<file path="src/rtl/icache_axi_rd_bridge.sv">
// I-cache refill responder: one AXI4 INCR read burst on a 32-bit bus per request,
// beats assembled into a 128-bit line returned as a single ret_valid pulse.
module icache_axi_rd_bridge #(
  parameter int unsigned      ID_W = 4,
  parameter logic [ID_W-1:0] ARID = '0
) (
  input  logic              clk,
  input  logic              rst,
  input  logic              rd_req,
  input  logic [31:0]       rd_addr,
  input  logic [7:0]        rd_len,
  output logic              ret_valid,
  output logic [127:0]      ret_data,
  output logic              rd_err,
  output logic [ID_W-1:0]   arid,
  output logic [31:0]       araddr,
  output logic [7:0]        arlen,
  output logic [2:0]        arsize,
  output logic [1:0]        arburst,
  output logic              arvalid,
  input  logic              arready,
  input  logic [ID_W-1:0]   rid,
  input  logic [31:0]       rdata,
  input  logic [1:0]        rresp,
  input  logic              rlast,
  input  logic              rvalid,
  output logic              rready
);

  localparam int unsigned ADDR_W = 32;
  localparam int unsigned LEN_W  = 8;
  localparam int unsigned BEAT_W = 32;
  localparam int unsigned LINE_W = 128;
  localparam int unsigned CNT_W  = 2;

  typedef enum logic [1:0] {
    S_IDLE = 2'd0,
    S_AR   = 2'd1,
    S_R    = 2'd2,
    S_RET  = 2'd3
  } state_e;

  state_e              state_q, state_d;
  logic                arvalid_q, arvalid_d;
  logic                rready_q, rready_d;
  logic                ret_valid_q, ret_valid_d;
  logic                rd_err_q, rd_err_d;
  logic [LINE_W-1:0]   ret_data_q, ret_data_d;
  logic [ADDR_W-1:0]   araddr_q, araddr_d;
  logic [LEN_W-1:0]    arlen_q, arlen_d;
  logic [CNT_W-1:0]    cnt_q, cnt_d;
  logic                err_q, err_d;
  logic                cancel_q, cancel_d;
  logic                beat_c;
  logic                unused_rid;

  // rid is not checked; single outstanding transaction with a fixed ID
  assign unused_rid = ^rid;

  assign beat_c = rvalid & rready_q;

  // Next-state and registered-output logic
  always_comb begin
    state_d     = state_q;
    arvalid_d   = arvalid_q;
    rready_d    = rready_q;
    ret_valid_d = 1'b0;
    rd_err_d    = 1'b0;
    ret_data_d  = ret_data_q;
    araddr_d    = araddr_q;
    arlen_d     = arlen_q;
    cnt_d       = cnt_q;
    err_d       = err_q;
    cancel_d    = cancel_q;

    unique case (state_q)
      S_IDLE: begin
        if (rd_req) begin
          araddr_d   = rd_addr;
          arlen_d    = rd_len;
          ret_data_d = '0;
          cnt_d      = '0;
          err_d      = 1'b0;
          cancel_d   = 1'b0;
          arvalid_d  = 1'b1;
          state_d    = S_AR;
        end
      end

      S_AR: begin
        if (!rd_req) begin
          cancel_d = 1'b1;
        end
        // arvalid is never withdrawn, even when the request is cancelled
        if (arvalid_q && arready) begin
          arvalid_d = 1'b0;
          rready_d  = 1'b1;
          state_d   = S_R;
        end
      end

      S_R: begin
        if (!rd_req) begin
          cancel_d = 1'b1;
        end
        if (beat_c) begin
          ret_data_d[{cnt_q, 5'd0} +: BEAT_W] = rdata;
          if (cnt_q != CNT_W'(3)) begin
            cnt_d = cnt_q + CNT_W'(1);
          end
          if (rresp != 2'b00) begin
            err_d = 1'b1;
          end
          // rlast alone closes the burst; beat count is not checked against arlen
          if (rlast) begin
            rready_d    = 1'b0;
            ret_valid_d = ~cancel_d;
            rd_err_d    = err_d & ~cancel_d;
            state_d     = S_RET;
          end
        end
      end

      S_RET: begin
        state_d = S_IDLE;
      end

      default: begin
        state_d = S_IDLE;
      end
    endcase
  end

  // State and output registers
  always_ff @(posedge clk or negedge rst) begin
    if (!rst) begin
      state_q     <= S_IDLE;
      arvalid_q   <= 1'b0;
      rready_q    <= 1'b0;
      ret_valid_q <= 1'b0;
      rd_err_q    <= 1'b0;
      ret_data_q  <= '0;
      araddr_q    <= '0;
      arlen_q     <= '0;
      cnt_q       <= '0;
      err_q       <= 1'b0;
      cancel_q    <= 1'b0;
    end else begin
      state_q     <= state_d;
      arvalid_q   <= arvalid_d;
      rready_q    <= rready_d;
      ret_valid_q <= ret_valid_d;
      rd_err_q    <= rd_err_d;
      ret_data_q  <= ret_data_d;
      araddr_q    <= araddr_d;
      arlen_q     <= arlen_d;
      cnt_q       <= cnt_d;
      err_q       <= err_d;
      cancel_q    <= cancel_d;
    end
  end

  assign ret_valid = ret_valid_q;
  assign ret_data  = ret_data_q;
  assign rd_err    = rd_err_q;
  assign arid      = ARID;
  assign araddr    = araddr_q;
  assign arlen     = arlen_q;
  assign arsize    = 3'b010;
  assign arburst   = 2'b01;
  assign arvalid   = arvalid_q;
  assign rready    = rready_q;

endmodule

</file>
<file path="config.mk">
export PLATFORM = sky130hd
export DESIGN_NAME = icache_axi_rd_bridge
export DESIGN_NICKNAME = d
export VERILOG_FILES = /design/src/rtl/icache_axi_rd_bridge.sv
export SDC_FILE = /design/constraint.sdc
export NUM_CORES = 1
export LEC_CHECK = 0
export ABC_CLOCK_PERIOD_IN_PS = 2700
export BUFFER_PORTS_ARGS = -buffer_cell sky130_fd_sc_hd__buf_2
export CORE_MARGIN = 5
export CORE_UTILIZATION = 50
export CTS_CLUSTER_DIAMETER = 30
export CTS_CLUSTER_SIZE = 8
export DETAILED_ROUTE_END_ITERATION = 8
export PLACE_DENSITY = 0.79
export RECOVER_POWER = 25
export SLEW_MARGIN = 15
export SYNTH_ARGS = -nofsm -noshare
export SYNTH_HDL_FRONTEND = slang
export SYNTH_SLANG_ARGS = --single-unit
</file>
<file path="constraint.sdc">
create_clock -name clk -period 2.7 [get_ports clk]
set_clock_uncertainty 0.1 [all_clocks]
set_input_delay 0.135 -clock clk [delete_from_list [all_inputs] [get_ports clk]]
set_output_delay 0.135 -clock clk [all_outputs]
set_load 0.03 [all_outputs]
</file>
==> impl_metrics.json, run 1 <==
{
  "outcome": "complete, but fails checks",
  "gr-usage-all-layers_pct": 24.9,
  "synth_area_leaders": "dfrtp_1 55%, mux2_2 17%, and3_1 7.5%",
  "r2r_start": "state_q[0]$_DFFE_PN0P_",
  "gr-total-overflow": 0,
  "clock_path_buffers": 2,
  "crit_arrival_ns": 2.82,
  "switching_power_mw": 4.42,
  "min_path_type": "input port to flop",
  "max_freq_mhz": 390,
  "clkPwrFrac_pct": 22.8,
  "dp_hpwl_um": 14400,
  "fin_total_pwr_mw": 10.8,
  "postRouteAntennaNets": 0,
  "dr.first_iter.drc_count": 340,
  "syn-instance-count": 620,
  "hp-start": "rlast",
  "cap_violations": 1,
  "cts_tree": "built",
  "syn2layout_area_growth_pct": 34.2,
  "htreeDepth": 4,
  "switching_share_pct": 40.8,
  "core_um2": 15800,
  "synth_top_family_by_area": "multiplexers",
  "powerDensity_nw_per_um2": 1000,
  "rrSetupSlack_ns": 0.14,
  "reg2regPathDepth": 6,
  "drive_above_1_share_pct": 46.4,
  "seqCellArea_um2": 4450,
  "postSynthAreaPerCell_um2": 13.0,
  "syn_area_um2": 8040,
  "violations": "capacitance limit, slew limit",
  "viasPerCell": 5.27,
  "yosys.area_share.simple_pct": 10.8,
  "intPower_mw": 6.39,
  "port-buffer-count": 251,
  "start_kind": "flop",
  "netlist.top_cell.by_area": "dfrtp_1",
  "synth.area.mux_share_pct": 24.1,
  "cts_resized": 0,
  "path_class": "flop to flop",
  "ir_drop_uv": 765,
  "initial_core_util_pct": 50.8,
  "rows": 46,
  "cts_made_buffers": 17,
  "gp_congestion": 0.747,
  "final.setup.tns_ns": 0,
  "detail_route.wl_per_cell_um": 19.6,
  "nFillCells": 1133,
  "power_frac_comb_pct": 43.6,
  "fp.dieW_um": 137,
  "finalCriticalPeriod_ns": 2.56,
  "synth-xor-area-share_pct": 0,
  "synthDistinctLibCells": 37,
  "vias": 6154,
  "worst_slew_pin_slew_ns": 1.91,
  "grt_pass1_wl_um": 36200,
  "synth_top_area_share_pct": 55.4,
  "crit_required_ns": 2.96,
  "cts.reportedPaths.clkPinSlew_ns": 0.06,
  "seqPwrFrac_pct": 33.5,
  "ys_seq_area_share_pct": 55.4,
  "wl_um": 22800,
  "finalSetupViolCount": 0,
  "path_max_fanout": 64,
  "clock_sinks": 178,
  "yosysWarnings": 0,
  "grt_max_degree": 74,
  "worstHoldPathCells": 4,
  "multi_input_area_um2": 3130,
  "synthAdderAreaFrac_pct": 1.40,
  "io_pins": 265,
  "first_global_vias": 6660,
  "nNetsFinal": 1032,
  "fp.dieArea_um2": 18700,
  "first_pass_iters": 4,
  "drc": 0,
  "clk_latency_ns": 0.42,
  "final_cell_mix": "250 x buf_2, 178 x dfrtp_1, 123 x mux2_2, 96 x and3_1, 78 x dlygate4sd3_1",
  "drv_slew": 72,
  "hold_end": "rready$_DFFE_PN0P_",
  "endpoint_kind": "flop",
  "leakage_nw": 5.98,
  "die_y_um": 137,
  "antenna_found_initial": 0,
  "synth_compound_area_share_pct": 2.13,
  "root_buffer": "clkbuf_16",
  "slew_headroom_pct": -27.1,
  "worstReg2RegEnd": "ret_data[38]$_DFFE_PN0P_",
  "period_share_pct": 94.9,
  "ys_seq_elements": 178,
  "hold_violations": 0,
  "layout.cells.most_common": "buf_2",
  "grt_setup_unrepaired": "false",
  "diodes": 0
}
## synth_stat cells (all sizes together)
cell type and n:
a31oi 1, or4 2, o31a 1, o32a 1, o21ai 5, ha 9, conb 2, and3b 1
nand2b 2, dfrtp 178, o22a 1, nand2 36, and4bb 2, buf 32, a22oi 1, nor2b 1
a21oi 4, mux2 137, o211ai 2, and2 1, clkbuf 19, nand3 7, mux2i 33, a221oi 1
nor2 3, a21boi 2, nor3 2, a22o 1, inv 37, and3 96
## worst max-delay path: stages, from the launching register on
cell,delay (ns)
dfrtp_1,0.42
inv_1,0.09
ha_1,0.21
buf_4,0.28
and3b_2,0.89
and3_1,0.30
mux2_2,0.16
## routing by layer
layer,GRT usage [%],vias up,part of all wire [%]
met3,9.41,43,10
met5,0,-,0
met4,8.98,0,2.7
li1,-,2753,-
met1,31.2,3084,41
met2,39.7,274,46
## registers in the layout, indices dropped and copies added (netlist names)
name / flops
ret_data: 128
araddr: 32
arlen: 8
cnt_q: 2
state_q: 2
arvalid: 1
cancel_q: 1
err_q: 1
rd_err: 1
ret_valid: 1
rready: 1
## worst max path at each step
stage,slack (ns),to,from,cells past startpoint
2_1_floorplan,0.79,ret_data[100]$_DFFE_PN0P_,state_q[0]$_DFFE_PN0P_,7
3_3_place_gp,0.23,ret_data[34]$_DFFE_PN0P_,state_q[0]$_DFFE_PN0P_,6
3_5_place_dp,0.20,ret_data[36]$_DFFE_PN0P_,state_q[0]$_DFFE_PN0P_,6
4_1_cts,0.19,ret_data[39]$_DFFE_PN0P_,state_q[0]$_DFFE_PN0P_,6
5_1_grt,0.07,ret_data[38]$_DFFE_PN0P_,state_q[0]$_DFFE_PN0P_,6
6_report,0.14,ret_data[38]$_DFFE_PN0P_,state_q[0]$_DFFE_PN0P_,6
## power groups by stage
| stage | Sequential [mW] | Clock, mW | Combinational (mW) |
|---|---|---|---|
| floorplan | 4.69 | 0 | 2.38 |
| global placement | 3.61 | 0 | 4.55 |
| detailed placement | 3.64 | 0 | 4.62 |
| CTS | 3.60 | 2.51 | 4.72 |
| global route | 3.69 | 2.64 | 5.04 |
| finish | 3.63 | 2.47 | 4.72 |
## per-stage QoR
stage	cell area [µm²]	cells	setup slack (ns)	util (%)	hold WS [ns]
after floorplan	8060	627	0.791	-	-0.261
after global placement	9420	1058	0.234	59.5	0.108
after detailed placement	9420	1058	0.202	59.5	0.109
after CTS	10800	1168	0.187	68.2	0.0118
after global routing	10800	1168	0.0671	68.1	0.0763
final	10800	1168	0.137	68.1	0.0265
## what timing repair did
| item | 4_1_cts | 5_1_grt |
|---|---|---|
| hold buffers | 78 | 0 |
| hold endpoints to repair | 146 | 0 |
| buffers inserted | 0 | 0 |
## area by class of cell
type	instances	share of cell area, %
Clock buffer	21	4.27
Clock inverter	11	1.18
Inverter	37	1.29
Multi-Input combinational cell	361	29.1
Sequential cell	178	41.3
Tap cell	216	2.51
Timing Repair Buffer	344	20.4
## cells by family after synthesis
group | Yosys count
buf+inv | 88
fa+ha+maj | 9
simple gates | 153
flops | 178
other cells | 2
compound gates | 20
mux | 170
Power figures use the tool's default switching activity.
==> inputs of run 2 (changes only) <==
--- a/config.mk
+++ b/config.mk
@@ -7,12 +7,14 @@
 export LEC_CHECK = 0
 export ABC_CLOCK_PERIOD_IN_PS = 2700
 export BUFFER_PORTS_ARGS = -buffer_cell sky130_fd_sc_hd__buf_2
+export CELL_PAD_IN_SITES_DETAIL_PLACEMENT = 1
+export CELL_PAD_IN_SITES_GLOBAL_PLACEMENT = 1
 export CORE_MARGIN = 5
-export CORE_UTILIZATION = 50
+export CORE_UTILIZATION = 40
 export CTS_CLUSTER_DIAMETER = 30
 export CTS_CLUSTER_SIZE = 8
 export DETAILED_ROUTE_END_ITERATION = 8
-export PLACE_DENSITY = 0.79
+export PLACE_DENSITY_LB_ADDON = 0.1
 export RECOVER_POWER = 25
 export SLEW_MARGIN = 15
 export SYNTH_ARGS = -nofsm -noshare
==> impl_metrics.json, run 2 (synthesis gave the netlist of run 1 again) <==
{
  "cts_made_buffers": 17,
  "grt_pass1_wl_um": 39300,
  "hold_violations": 0,
  "slew_headroom_pct": 24.7,
  "seqPwrFrac_pct": 32.7,
  "diodes": 0,
  "initial_core_util_pct": 40.9,
  "leakage_nw": 5.99,
  "r2r_start": "cnt_q[0]$_DFFE_PN0P_",
  "place_area_um2": 9490,
  "final_cell_mix": "248 x buf_2, 178 x dfrtp_1, 123 x mux2_2, 96 x and3_1, 78 x dlygate4sd3_1",
  "port-buffer-count": 251,
  "wl_um": 25000,
  "worstSetupStartpoint": "cnt_q[0]$_DFFE_PN0P_",
  "worst_slew_pin_slew_ns": 1.13,
  "fp.dieW_um": 152,
  "root_buffer": "clkbuf_16",
  "io_pins": 265,
  "use_met2_pct": 38.0,
  "antenna_found_initial": 0,
  "final.setup.tns_ns": 0,
  "powerDensity_nw_per_um2": 1020,
  "crit_end": "ret_data[42]$_DFFE_PN0P_",
  "met3_usage_pct": 7.53,
  "finalSetupViolCount": 0,
  "dp_hpwl_um": 16500,
  "power_frac_comb_pct": 44.1,
  "largest_register_ffs": 128,
  "crit_arrival_ns": 2.78,
  "gr-usage-all-layers_pct": 22.1,
  "max_freq_mhz": 397,
  "reg2regPathDepth": 5,
  "dr.first_iter.drc_count": 161,
  "clk_latency_ns": 0.42,
  "use_met1_pct": 27.0,
  "drive_above_1_share_pct": 46.5,
  "endpoint_kind": "flop",
  "design_area_um2": 10900,
  "core_um2": 19700,
  "gr-total-overflow": 0,
  "cts_tree": "built",
  "grt_setup_unrepaired": "false",
  "clkPwrFrac_pct": 23.2,
  "nFillCells": 2081,
  "path_class": "flop to flop",
  "crit_required_ns": 2.96,
  "drv_slew": 0,
  "dp_slack_ns": 0.125,
  "clock_path_buffers": 2,
  "rows": 51,
  "postRouteAntennaNets": 0,
  "min_path_type": "input port to flop",
  "period_share_pct": 93.2,
  "utilization_pct": 55.4,
  "path_max_fanout": 32,
  "viasPerCell": 4.99,
  "rrSetupSlack_ns": 0.18,
  "grt-busiest-layer": "met2",
  "detail_route.wl_per_cell_um": 20.5,
  "first_pass_iters": 6,
  "cts_setup_buffers": 0,
  "outcome": "complete, no violations",
  "switching_power_mw": 4.58,
  "syn2layout_area_growth_pct": 35.5,
  "worstReg2RegEnd": "ret_data[42]$_DFFE_PN0P_",
  "cts.reportedPaths.clkPinSlew_ns": 0.07,
  "ir_drop_uv": 827,
  "vias": 6084,
  "start_kind": "flop",
  "hold_ws_ns": 0.0507,
  "first_global_vias": 6926,
  "cap_violations": 0,
  "finalCriticalPeriod_ns": 2.52,
  "grt_max_degree": 74,
  "clock_sinks": 178,
  "nNetsFinal": 1034,
  "intPower_mw": 6.50,
  "layout.cells.most_common": "buf_2",
  "fp.dieArea_um2": 23000,
  "switching_share_pct": 41.4,
  "fin_ws_ns": 0.183,
  "die_y_um": 152,
  "drc": 0,
  "htreeDepth": 4,
  "gp_congestion": 0.789
}
[run 2: cell types whose count changed in the layout (fill, tap and decap cells not counted), moves of 2 or more]
| cell | change |
|---|---|
| inv_6 | +4 |
| clkinv_4 | -3 |
| inv_8 | +3 |
| buf_2 | -2 |
| clkinv_2 | -2 |
[run 2: power groups by stage]
| stage | clock (mW) | sequential (mW) | combinational (mW) |
|---|---|---|---|
| 2_1_floorplan | 0 | 4.69 | 2.38 |
| 3_3_place_gp | 0 | 3.60 | 4.60 |
| 3_5_place_dp | 0 | 3.64 | 4.76 |
| 4_1_cts | 2.62 | 3.60 | 4.86 |
| 5_1_grt | 2.74 | 3.69 | 5.21 |
| 6_report | 2.57 | 3.62 | 4.89 |
[run 2: how the worst min path moves through the flow]
stage | start | endpoint | slack [ns] | depth (start not counted)
5_1_grt | rst | ret_data[87]$_DFFE_PN0P_ | 0.08 | 2
3_5_place_dp | rst | ret_data[87]$_DFFE_PN0P_ | -0.03 | 1
6_report | rlast | rready$_DFFE_PN0P_ | 0.05 | 4
2_1_floorplan | rst | araddr[0]$_DFFE_PN0P_ | -0.26 | 0
4_1_cts | rlast | rready$_DFFE_PN0P_ | 0.03 | 4
3_3_place_gp | rst | ret_data[87]$_DFFE_PN0P_ | -0.03 | 1
[run 2: area by class of cell]
cell class / instances / area [µm²] / share of cell area (%)
Clock inverter: 14 / 168 / 1.54
Inverter: 37 / 139 / 1.28
Sequential cell: 178 / 4450 / 40.9
Tap cell: 265 / 332 / 3.05
Clock buffer: 18 / 439 / 4.03
Multi-Input combinational cell: 361 / 3140 / 28.8
Timing Repair Buffer: 346 / 2220 / 20.4
[run 2: repair_timing]
item                                    in CTS  in global routing
hold endpoints to repair                   190                  0
gates resized for setup                      0                  1
hold buffers                                78                  0
endpoints found under the setup margin       0                  1
[run 2: metrics by stage]
step	power, mW	instances
2_1_floorplan	7.08	627
3_3_place_gp	8.20	1108
3_5_place_dp	8.40	1108
4_1_cts	11.1	1218
5_1_grt	11.6	1219
6_report	11.1	1219
[run 2: per-layer routing]
layer | part of all wire, % | up-vias
met2 | 50 | 189
met4 | 1.5 | 0
li1 | - | 2757
met3 | 7.9 | 28
met5 | 0 | -
met1 | 41 | 3110
[run 2: worst max-delay path: stages, from the launching register on]
cell and delay [ns]:
dfrtp_1 0.47, inv_1 0.15, ha_1 0.39, and2_1 0.90, and3_1 0.28, mux2_2 0.16
==> inputs of run 3 (changes only) <==
--- a/config.mk
+++ b/config.mk
@@ -14,6 +14,7 @@
 export CTS_CLUSTER_DIAMETER = 30
 export CTS_CLUSTER_SIZE = 8
 export DETAILED_ROUTE_END_ITERATION = 8
+export GPL_TIMING_DRIVEN = 0
 export PLACE_DENSITY_LB_ADDON = 0.1
 export RECOVER_POWER = 25
 export SLEW_MARGIN = 15
==> impl_metrics.json, run 3 (synthesis gave the netlist of run 1 again) <==
{
  "postRouteAntennaNets": 0,
  "dr.first_iter.drc_count": 199,
  "worstSetupStartpoint": "cnt_q[0]$_DFFE_PN0P_",
  "initial_core_util_pct": 40.9,
  "core_um2": 19700,
  "die_y_um": 152,
  "layout.cells.most_common": "buf_2",
  "clock_sinks": 178,
  "diodes": 0,
  "vias": 6194,
  "drv_slew": 0,
  "period_share_pct": 86.0,
  "largest_register_ffs": 128,
  "worstHoldPathCells": 4,
  "gr-total-overflow": 0,
  "min_path_type": "input port to flop",
  "io_pins": 265,
  "path_class": "flop to flop",
  "grt_pass1_wl_um": 40500,
  "max_freq_mhz": 430,
  "cts_tree": "built",
  "first_pass_iters": 4,
  "grt_setup_unrepaired": "false",
  "gp_congestion": 0.785,
  "nNetsFinal": 1069,
  "final_cell_mix": "203 x buf_2, 178 x dfrtp_1, 123 x mux2_2, 96 x and3_1, 78 x dlygate4sd3_1",
  "cts.reportedPaths.clkPinSlew_ns": 0.07,
  "fp.dieArea_um2": 23000,
  "grt_max_degree": 103,
  "finalCriticalPeriod_ns": 2.32,
  "r2r_start": "cnt_q[0]$_DFFE_PN0P_",
  "start_kind": "flop",
  "htreeDepth": 4,
  "viasPerCell": 4.94,
  "wl_um": 25700,
  "path_max_fanout": 10,
  "hold_violations": 0,
  "worst_slew_pin_slew_ns": 0.620,
  "cts_made_buffers": 17,
  "cap_violations": 0,
  "final.setup.tns_ns": 0,
  "powerDensity_nw_per_um2": 1010,
  "crit_required_ns": 2.94,
  "reg2regPathDepth": 7,
  "ir_drop_uv": 655,
  "root_buffer": "clkbuf_16",
  "endpoint_kind": "flop",
  "dp_cells": 1144,
  "clock_path_buffers": 2,
  "first_global_vias": 7105,
  "port-buffer-count": 251,
  "hp-start": "rlast",
  "clk_latency_ns": 0.43,
  "finalSetupViolCount": 0,
  "syn2layout_area_growth_pct": 36.9,
  "drc": 0,
  "nFillCells": 2104,
  "crit_arrival_ns": 2.56,
  "seqCellArea_um2": 4450,
  "gr-usage-all-layers_pct": 22.8,
  "leakage_nw": 5.87,
  "slew_headroom_pct": 58.7,
  "cts_setup_buffers": 0,
  "rows": 51,
  "fp.dieW_um": 152,
  "dp_hpwl_um": 17800,
  "outcome": "complete, no violations",
  "multi_input_area_um2": 3120,
  "fin_cells": 1254,
  "drive_above_1_share_pct": 40.7,
  "detail_route.wl_per_cell_um": 20.5,
  "fin_total_pwr_mw": 11.1,
  "antenna_found_initial": 0
}
-- run 3: cell count changes in the layout (fill, tap and decap cells not counted), moves of 2 or more --
cell      change
clkbuf_1     +74
clkbuf_2      -2
buf_6         +9
buf_8         +4
clkinv_2      +2
buf_12        -3
inv_8         -3
buf_2        -45
-- run 3: area by class of cell --
cell class	instances	area share [%]
Clock inverter	14	1.57
Sequential cell	178	40.5
Timing Repair Buffer	330	18.2
Inverter	37	1.26
Clock buffer	18	3.90
Tap cell	265	3.01
Buffer	51	3.17
Multi-Input combinational cell	361	28.4
-- run 3: metal layers --
metal / vias to the layer above / wire length (µm) / GRT usage, %
met4: 0 / 527 / 6.87
met1: 3121 / 10700 / 28.0
met2: 207 / 12900 / 39.4
met5: - / 0 / 0
met3: 28 / 1690 / 6.10
li1: 2838 / - / -
-- run 3: worst paths after layout --
path,endpoint,slack [ns]
setup / recovery,ret_data[2]$_DFFE_PN0P_,0.38
hold reg to reg,err_q$_DFFE_PN0P_,0.40
min in group asynchronous,ret_data[88]$_DFFE_PN0P_,0.16
max in group asynchronous,ret_data[33]$_DFFE_PN0P_,1.41
hold / removal,rready$_DFFE_PN0P_,0.03
setup reg to reg,ret_data[2]$_DFFE_PN0P_,0.38
-- run 3: repair_timing --
item | in CTS | in global routing
hold buffers | 78 | 0
resized for setup | 0 | 0
hold endpoints to repair | 153 | 0
-- run 3: metrics by stage --
| step | hold WS (ns) | worst slack (ns) | util (%) | cell area [µm²] |
|---|---|---|---|---|
| after global placement | 0.266 | -1.33 | 49.1 | 9650 |
| after CTS | 0.00690 | 0.358 | 56.3 | 11100 |
| after global routing | 0.0473 | 0.215 | 56.0 | 11000 |
| after detailed placement | 0.0524 | 0.360 | 49.3 | 9690 |
| final | 0.0252 | 0.377 | 56.0 | 11000 |
| after floorplan | -0.261 | 0.791 | - | 8060 |
-- run 3: worst max-delay path, stage by stage (launching register included) --
cell,delay (ns)
dfrtp_1,0.45
inv_1,0.13
ha_1,0.37
and4bb_2,0.29
clkbuf_1,0.32
buf_2,0.32
nand2_1,0.08
mux2i_1,0.17
-- run 3: power by group --
part | switching (mW) | internal, mW
registers | 0.377 | 3.26
logic | 3.08 | 1.84
clock network | 1.10 | 1.47
